## config.mk

```make
export PLATFORM = sky130hd
export DESIGN_NAME = pcm_serial_rx
export DESIGN_NICKNAME = d
export VERILOG_FILES = /design/src/rtl/pcm_serial_rx_pkg.sv /design/src/rtl/pcm_word_fifo.sv /design/src/rtl/pcm_serial_rx.sv
export SDC_FILE = /design/constraint.sdc
export NUM_CORES = 1
export LEC_CHECK = 0
export BUFFER_PORTS_ARGS = -buffer_cell sky130_fd_sc_hd__buf_2
export CAP_MARGIN = 20
export CORE_MARGIN = 5
export CORE_UTILIZATION = 39
export DETAILED_ROUTE_END_ITERATION = 12
export GPL_TIMING_DRIVEN = 0
export PLACE_DENSITY = 0.51
export SYNTH_ARGS = -nofsm -noshare
export SYNTH_HDL_FRONTEND = slang
export SYNTH_SLANG_ARGS = --single-unit
```

## constraint.sdc

```tcl
create_clock -name CLK -period 2.6 [get_ports CLK]
set_input_delay 0.26 -clock CLK [delete_from_list [all_inputs] [get_ports CLK]]
set_output_delay 0.26 -clock CLK [all_outputs]
set_load 0.02 [all_outputs]
```

## src/rtl/pcm_serial_rx_pkg.sv

```systemverilog
// Shared constants and types for the TDM PCM receive front end.
// Word = {channel, 8-bit PCM code}; FIFO entries carry this struct unchanged.
package pcm_serial_rx_pkg;
  localparam int NCH      = 32;
  localparam int CH_W     = $clog2(NCH);
  localparam int PCM_W    = 8;
  localparam int FDEPTH   = 4;
  localparam int MISS_MAX = 3;
  localparam int MISS_W   = $clog2(MISS_MAX + 1);

  typedef enum logic {
    HUNT = 1'b0,
    RUN  = 1'b1
  } rx_state_t;

  typedef struct packed {
    logic [CH_W-1:0]  chan;
    logic [PCM_W-1:0] pcm;
  } pcm_word_t;

  localparam int ENT_W = $bits(pcm_word_t);
endpackage

```

## src/rtl/pcm_word_fifo.sv

```systemverilog
// Synchronous FIFO with a registered head: dout updates one edge after push-into-empty or pop.
// Push when full is ignored unless a pop happens in the same cycle; dout holds while not popped.
module pcm_word_fifo #(
  parameter int FDEPTH = 4,
  parameter int W      = 13
) (
  input  logic         clk,
  input  logic         rst_n,
  input  logic         push,
  input  logic [W-1:0] din,
  input  logic         pop,
  output logic [W-1:0] dout,
  output logic         full,
  output logic         empty
);
  localparam int AW = $clog2(FDEPTH);

  logic [W-1:0]  mem [FDEPTH];
  logic [AW-1:0] wr_ptr;
  logic [AW-1:0] rd_ptr;
  logic [AW-1:0] rd_nxt;
  logic [AW:0]   cnt;
  logic          do_push;
  logic          do_pop;

  assign empty   = (cnt == '0);
  assign full    = (cnt == (AW+1)'(FDEPTH));
  assign do_pop  = pop && !empty;
  assign do_push = push && (!full || do_pop);
  assign rd_nxt  = rd_ptr + 1'b1;

  always_ff @(posedge clk) begin
    if (do_push) mem[wr_ptr] <= din;
  end

  // dout mirrors mem[rd_ptr]; when full with push+pop the write lands in the slot being freed.
  always_ff @(posedge clk) begin
    if (!rst_n) begin
      wr_ptr <= '0;
      rd_ptr <= '0;
      cnt    <= '0;
      dout   <= '0;
    end else begin
      if (do_push) wr_ptr <= wr_ptr + 1'b1;
      if (do_pop)  rd_ptr <= rd_nxt;
      case ({do_push, do_pop})
        2'b10:   cnt <= cnt + 1'b1;
        2'b01:   cnt <= cnt - 1'b1;
        default: cnt <= cnt;
      endcase
      if (do_push && (empty || (do_pop && cnt == (AW+1)'(1)))) dout <= din;
      else if (do_pop && cnt > (AW+1)'(1))                      dout <= mem[rd_nxt];
    end
  end
endmodule

```

## src/rtl/pcm_serial_rx.sv

```systemverilog
// Recovers 8-bit PCM words from a TDM line (FS + bit strobe), tags channel, buffers in a FIFO.
// Bit0 strobe to S_VALID is 2 clocks; full FIFO drops new words and pulses OVF.
module pcm_serial_rx
  import pcm_serial_rx_pkg::*;
(
  input  logic             CLK,
  input  logic             RESET_N,
  input  logic             BIT_EN,
  input  logic             DIN,
  input  logic             FS,
  output logic [PCM_W-1:0] S,
  output logic [CH_W-1:0]  CHAN,
  output logic             S_VALID,
  input  logic             S_READY,
  output logic             LOCKED,
  output logic             FRAME_ERR,
  output logic             OVF
);
  rx_state_t         state_q, state_d;
  logic [2:0]        bitcnt_q, bitcnt_d;
  logic [CH_W-1:0]   chan_q, chan_d;
  logic [PCM_W-2:0]  shreg_q, shreg_d;
  logic [MISS_W-1:0] miss_q, miss_d;
  logic              push_q, push_d;
  pcm_word_t         word_q, word_d;
  logic              ferr_q, ferr_d;
  logic              ovf_q;
  logic              boundary;
  pcm_word_t         head;
  logic              fifo_full;
  logic              fifo_empty;
  logic              pop;

  assign boundary = (bitcnt_q == 3'd7) && (chan_q == '0);

  always_comb begin
    state_d  = state_q;
    bitcnt_d = bitcnt_q;
    chan_d   = chan_q;
    shreg_d  = shreg_q;
    miss_d   = miss_q;
    push_d   = 1'b0;
    word_d   = word_q;
    ferr_d   = 1'b0;
    if (BIT_EN) begin
      if (state_q == HUNT) begin
        if (FS) begin
          shreg_d  = {{(PCM_W-2){1'b0}}, DIN};
          chan_d   = '0;
          bitcnt_d = 3'd6;
          miss_d   = '0;
          state_d  = RUN;
        end
      end else if (FS && !boundary) begin
        // Misplaced sync: drop the partial byte and treat this strobe as ch0 bit7.
        ferr_d   = 1'b1;
        shreg_d  = {{(PCM_W-2){1'b0}}, DIN};
        chan_d   = '0;
        bitcnt_d = 3'd6;
        miss_d   = '0;
      end else if (boundary && !FS && miss_q == MISS_W'(MISS_MAX - 1)) begin
        ferr_d   = 1'b1;
        state_d  = HUNT;
        chan_d   = '0;
        bitcnt_d = 3'd0;
        miss_d   = '0;
      end else begin
        if (boundary) miss_d = FS ? '0 : miss_q + 1'b1;
        shreg_d = {shreg_q[PCM_W-3:0], DIN};
        if (bitcnt_q == 3'd0) begin
          push_d      = 1'b1;
          word_d.chan = chan_q;
          word_d.pcm  = {shreg_q, DIN};
          chan_d      = (chan_q == CH_W'(NCH - 1)) ? '0 : chan_q + 1'b1;
          bitcnt_d    = 3'd7;
        end else begin
          bitcnt_d = bitcnt_q - 3'd1;
        end
      end
    end
  end

  always_ff @(posedge CLK) begin
    if (!RESET_N) begin
      state_q  <= HUNT;
      bitcnt_q <= '0;
      chan_q   <= '0;
      shreg_q  <= '0;
      miss_q   <= '0;
      push_q   <= 1'b0;
      word_q   <= '0;
      ferr_q   <= 1'b0;
      ovf_q    <= 1'b0;
    end else begin
      state_q  <= state_d;
      bitcnt_q <= bitcnt_d;
      chan_q   <= chan_d;
      shreg_q  <= shreg_d;
      miss_q   <= miss_d;
      push_q   <= push_d;
      word_q   <= word_d;
      ferr_q   <= ferr_d;
      ovf_q    <= push_q && fifo_full && !pop;
    end
  end

  pcm_word_fifo #(
    .FDEPTH (FDEPTH),
    .W      (ENT_W)
  ) u_fifo (
    .clk   (CLK),
    .rst_n (RESET_N),
    .push  (push_q),
    .din   (word_q),
    .pop   (pop),
    .dout  (head),
    .full  (fifo_full),
    .empty (fifo_empty)
  );

  assign S_VALID   = !fifo_empty;
  assign pop       = S_VALID && S_READY;
  assign S         = head.pcm;
  assign CHAN      = head.chan;
  assign LOCKED    = (state_q == RUN);
  assign FRAME_ERR = ferr_q;
  assign OVF       = ovf_q;
endmodule

```

==> run_results.csv <==
group,metric,value,unit
timing,timing.slew.headroom,51.4,%
critical_path,cpMaxStageDelayCell,"nor3b_1",
detailed_routing,routed_via_density,5.09,
yosys,synth.cell_area,4310,um^2
yosys,synth_top_area_share,36.2,%
layout,drive_above_1_share,14.7,%
detailed_routing,num_vias,2692,
yosys,ys_top_cells_by_area,"edfxtp_1, dfxtp_1, mux4_2, ha_1, nand2_1",
global_route,grt_max_degree,18,
yosys,synth_enable_flop_cells,52,
timing,skew,0.0153,ns
timing,drv_slew,0,
critical_path,worstPathMaxFanout,10,
global_route,antenna_found_initial,0,
layout,final.fill_count,1038,
detailed_routing,drc,0,
layout,num_antenna_cells,0,
yosys,synth_cells,352,
critical_path,cp-start-kind,"flip-flop",
timing,setup_viol,0,
floorplan,io_pins,23,
critical_path,worstPathCellList,"inv_1 -> ha_1 -> a21oi_1 -> nor3b_1 -> clkbuf_1 -> a22oi_1 -> a21oi_1",
pwr,power.leakage,1.65,nW
clock_network,postCtsSetupBuffers,0,
layout,syn2layout_area_growth,11.0,%
timing,hold_viol_final,0,
critical_path,worst_path_largest_cell_delay,0.53,ns
global_route,grt_overflow,0,
timing,finalSetupTns,0,ns
global_route,grt_pass1_wl,14000,um
critical_path,path_delay_family,"buffers and inverters",
pwr,power_density,671,nW/um^2
critical_path,cpMostUsedCell,"a21oi_1",
timing,worst_pin_slew,0.729,ns
floorplan,start_util,39.7,%
global_route,grt_usage,14.1,%
floorplan,die_w,115,um
floorplan,dieArea,13200,um^2
global_route,first_global_vias,2660,
floorplan,die_height,115,um
critical_path,end_kind,"flip-flop",
timing,rsz0062_at_grt,"false",
clock_network,clockBufferDepth,2,
yosys,syn_avg_cell_area,12.2,um^2
layout,layout.nets,406,
flow_run,drv_cap,0,
critical_path,cp.arrival,2.55,ns
clock_network,htree_levels,3,
yosys,netlist_top_cells_count,"dfxtp_1, edfxtp_1, nand2_1",
clock_network,insertion_delay,0.38,ns
detailed_routing,totalWireLength,8540,um
yosys,yosys.cell_count.top_type,"dfxtp_1",
yosys,yosys_register_bits,106,
clock_network,clk_pin_slew,0.09,ns
yosys,ys.flop_type,"dfxtp_1",
pwr,ir_worst_vdd,0.278,mV
detailed_routing,drtIter0Drc,111,
clock_network,cts-root-buf,"clkbuf_8",
yosys,synth_cell_types,42,
place,hpwl,5870,um
clock_network,ctsHoldBuffers,0,
critical_path,criticalPathCategory,"flip-flop to flip-flop",
clock_network,cts_num_sinks,106,
timing,fmax,444,MHz
timing,min_period,2.25,ns
outcome,status,"completed",
floorplan,core,10800,um^2
yosys,async_reset_ff_share,0,%
detailed_routing,first_pass_iters,4,
timing,hold_slack,0.154,ns
clock_network,ctsResizeCount,0,
yosys,yosysSeqAreaShare,61.3,%
yosys,syn_nets,374,
timing,finalCritPeriodShare,86.6,%
place,finalWeightedCongestion,0.758,
clock_network,cts_tree,"yes",
critical_path,required,2.90,ns
worst_hold_path,hold_class,"primary input to flip-flop",
place,port_buffers,21,
floorplan,rows,38,
yosys,yosysWarnings,0,
yosys,synth_area_leader_cell,"edfxtp_1",
detailed_routing,ant_nets,0,
critical_path,cp_num_buf_inv,2,
clock_network,cts_made_buffers,9,
detailed_routing,route.detailed.wl_per_inst,16.1,um
sequential cells by signal, summed over array words and instances (netlist names):
register / cells
u_fifo.wr_ptr: 2
u_fifo.rd_ptr: 2
word_q: 13
push_q: 1
LOCKED: 1
chan_q: 5
u_fifo.mem: 52
u_fifo.dout: 13
u_fifo.cnt: 3
miss_q: 2
OVF: 1
shreg_q: 7
FRAME_ERR: 1
bitcnt_q: 3
cells by family after synthesis:
group,Yosys count,share of synthesized area [%]
adder cells (fa/ha/maj),16,4.65
XOR/XNOR,5,1.02
multiplexers,15,7.26
AND/OR/NAND/NOR,103,11.8
flip-flops,106,61.3
AO/OA/AOI/OAI,75,10.8
buffers and inverters,32,3.14
stage by stage:
stage               utilization [%]  instance area, um^2  setup slack (ns)  power, mW  std cells
finish                         44.1                 4780             0.347       3.21        529
global route                   44.1                 4780             0.107       3.38        529
CTS                            44.1                 4780             0.275       3.26        529
detailed placement             42.3                 4590             0.332       2.26        513
global placement               42.3                 4590             0.290       2.26        513
floorplan                         -                 4310             0.678       2.16        352
worst reg2reg max path: stages, from the launching register on:
cell and delay [ns]:
dfxtp_1 0.33, inv_1 0.12, ha_1 0.23, a21oi_1 0.06, nor3b_1 0.53, clkbuf_1 0.52, a22oi_1 0.21, a21oi_1 0.17
placed cells by master, fill, tap and decap left out, drive strengths merged, types with 4 or more instances in the layout:
master and count:
a21oi 30, a22oi 20, and3 5, buf 26, clkbuf 26, clkinv 4, dfxtp 54, edfxtp 52
ha 16, inv 13, mux4 13, nand2 42, nand2b 5, nand3 16, nor2 17, o21ai 11
o22ai 4, or3 5
layer usage:
metal / track usage [%] / vias up / routed length (um)
met1: 18.7 / 1290 / 4010
met2: 22.4 / 32 / 4110
met4: 6.57 / 0 / 183
met5: 0 / - / 0
li1: - / 1356 / -
met3: 2.68 / 14 / 240
final cells by class:
| cell class | instances | area [um^2] | share of cell area, % |
|---|---|---|---|
| plain buffers | 18 | 82.6 | 1.73 |
| well taps | 140 | 175 | 3.66 |
| clock inverters | 3 | 22.5 | 0.471 |
| multi-input cells | 214 | 1530 | 32.0 |
| repair buffers | 21 | 105 | 2.20 |
| inverters | 14 | 52.6 | 1.10 |
| flip-flops and latches | 106 | 2640 | 55.3 |
| clock buffers | 13 | 170 | 3.56 |
where the power goes:
| group | total, mW | leakage (nW) | switching (mW) | internal, mW |
|---|---|---|---|---|
| combinational | 0.413 | 0.625 | 0.233 | 0.180 |
| clock | 0.989 | 0.0987 | 0.553 | 0.436 |
| sequential | 1.81 | 0.931 | 0.0366 | 1.77 |
| total | 3.21 | 1.65 | 0.823 | 2.39 |
path summary, 6_finish.rpt:
kind                         from               to  slack [ns]  depth (start not counted)
setup / recovery    u_fifo.cnt[1]  u_fifo.dout[12]        0.35                          7
hold reg to reg   u_fifo.dout[10]  u_fifo.dout[10]        0.45                          2
setup reg to reg    u_fifo.cnt[1]  u_fifo.dout[12]        0.35                          7
hold / removal                DIN       shreg_q[0]        0.15                          3
Note: power is estimated with default switching activity, not from simulation.
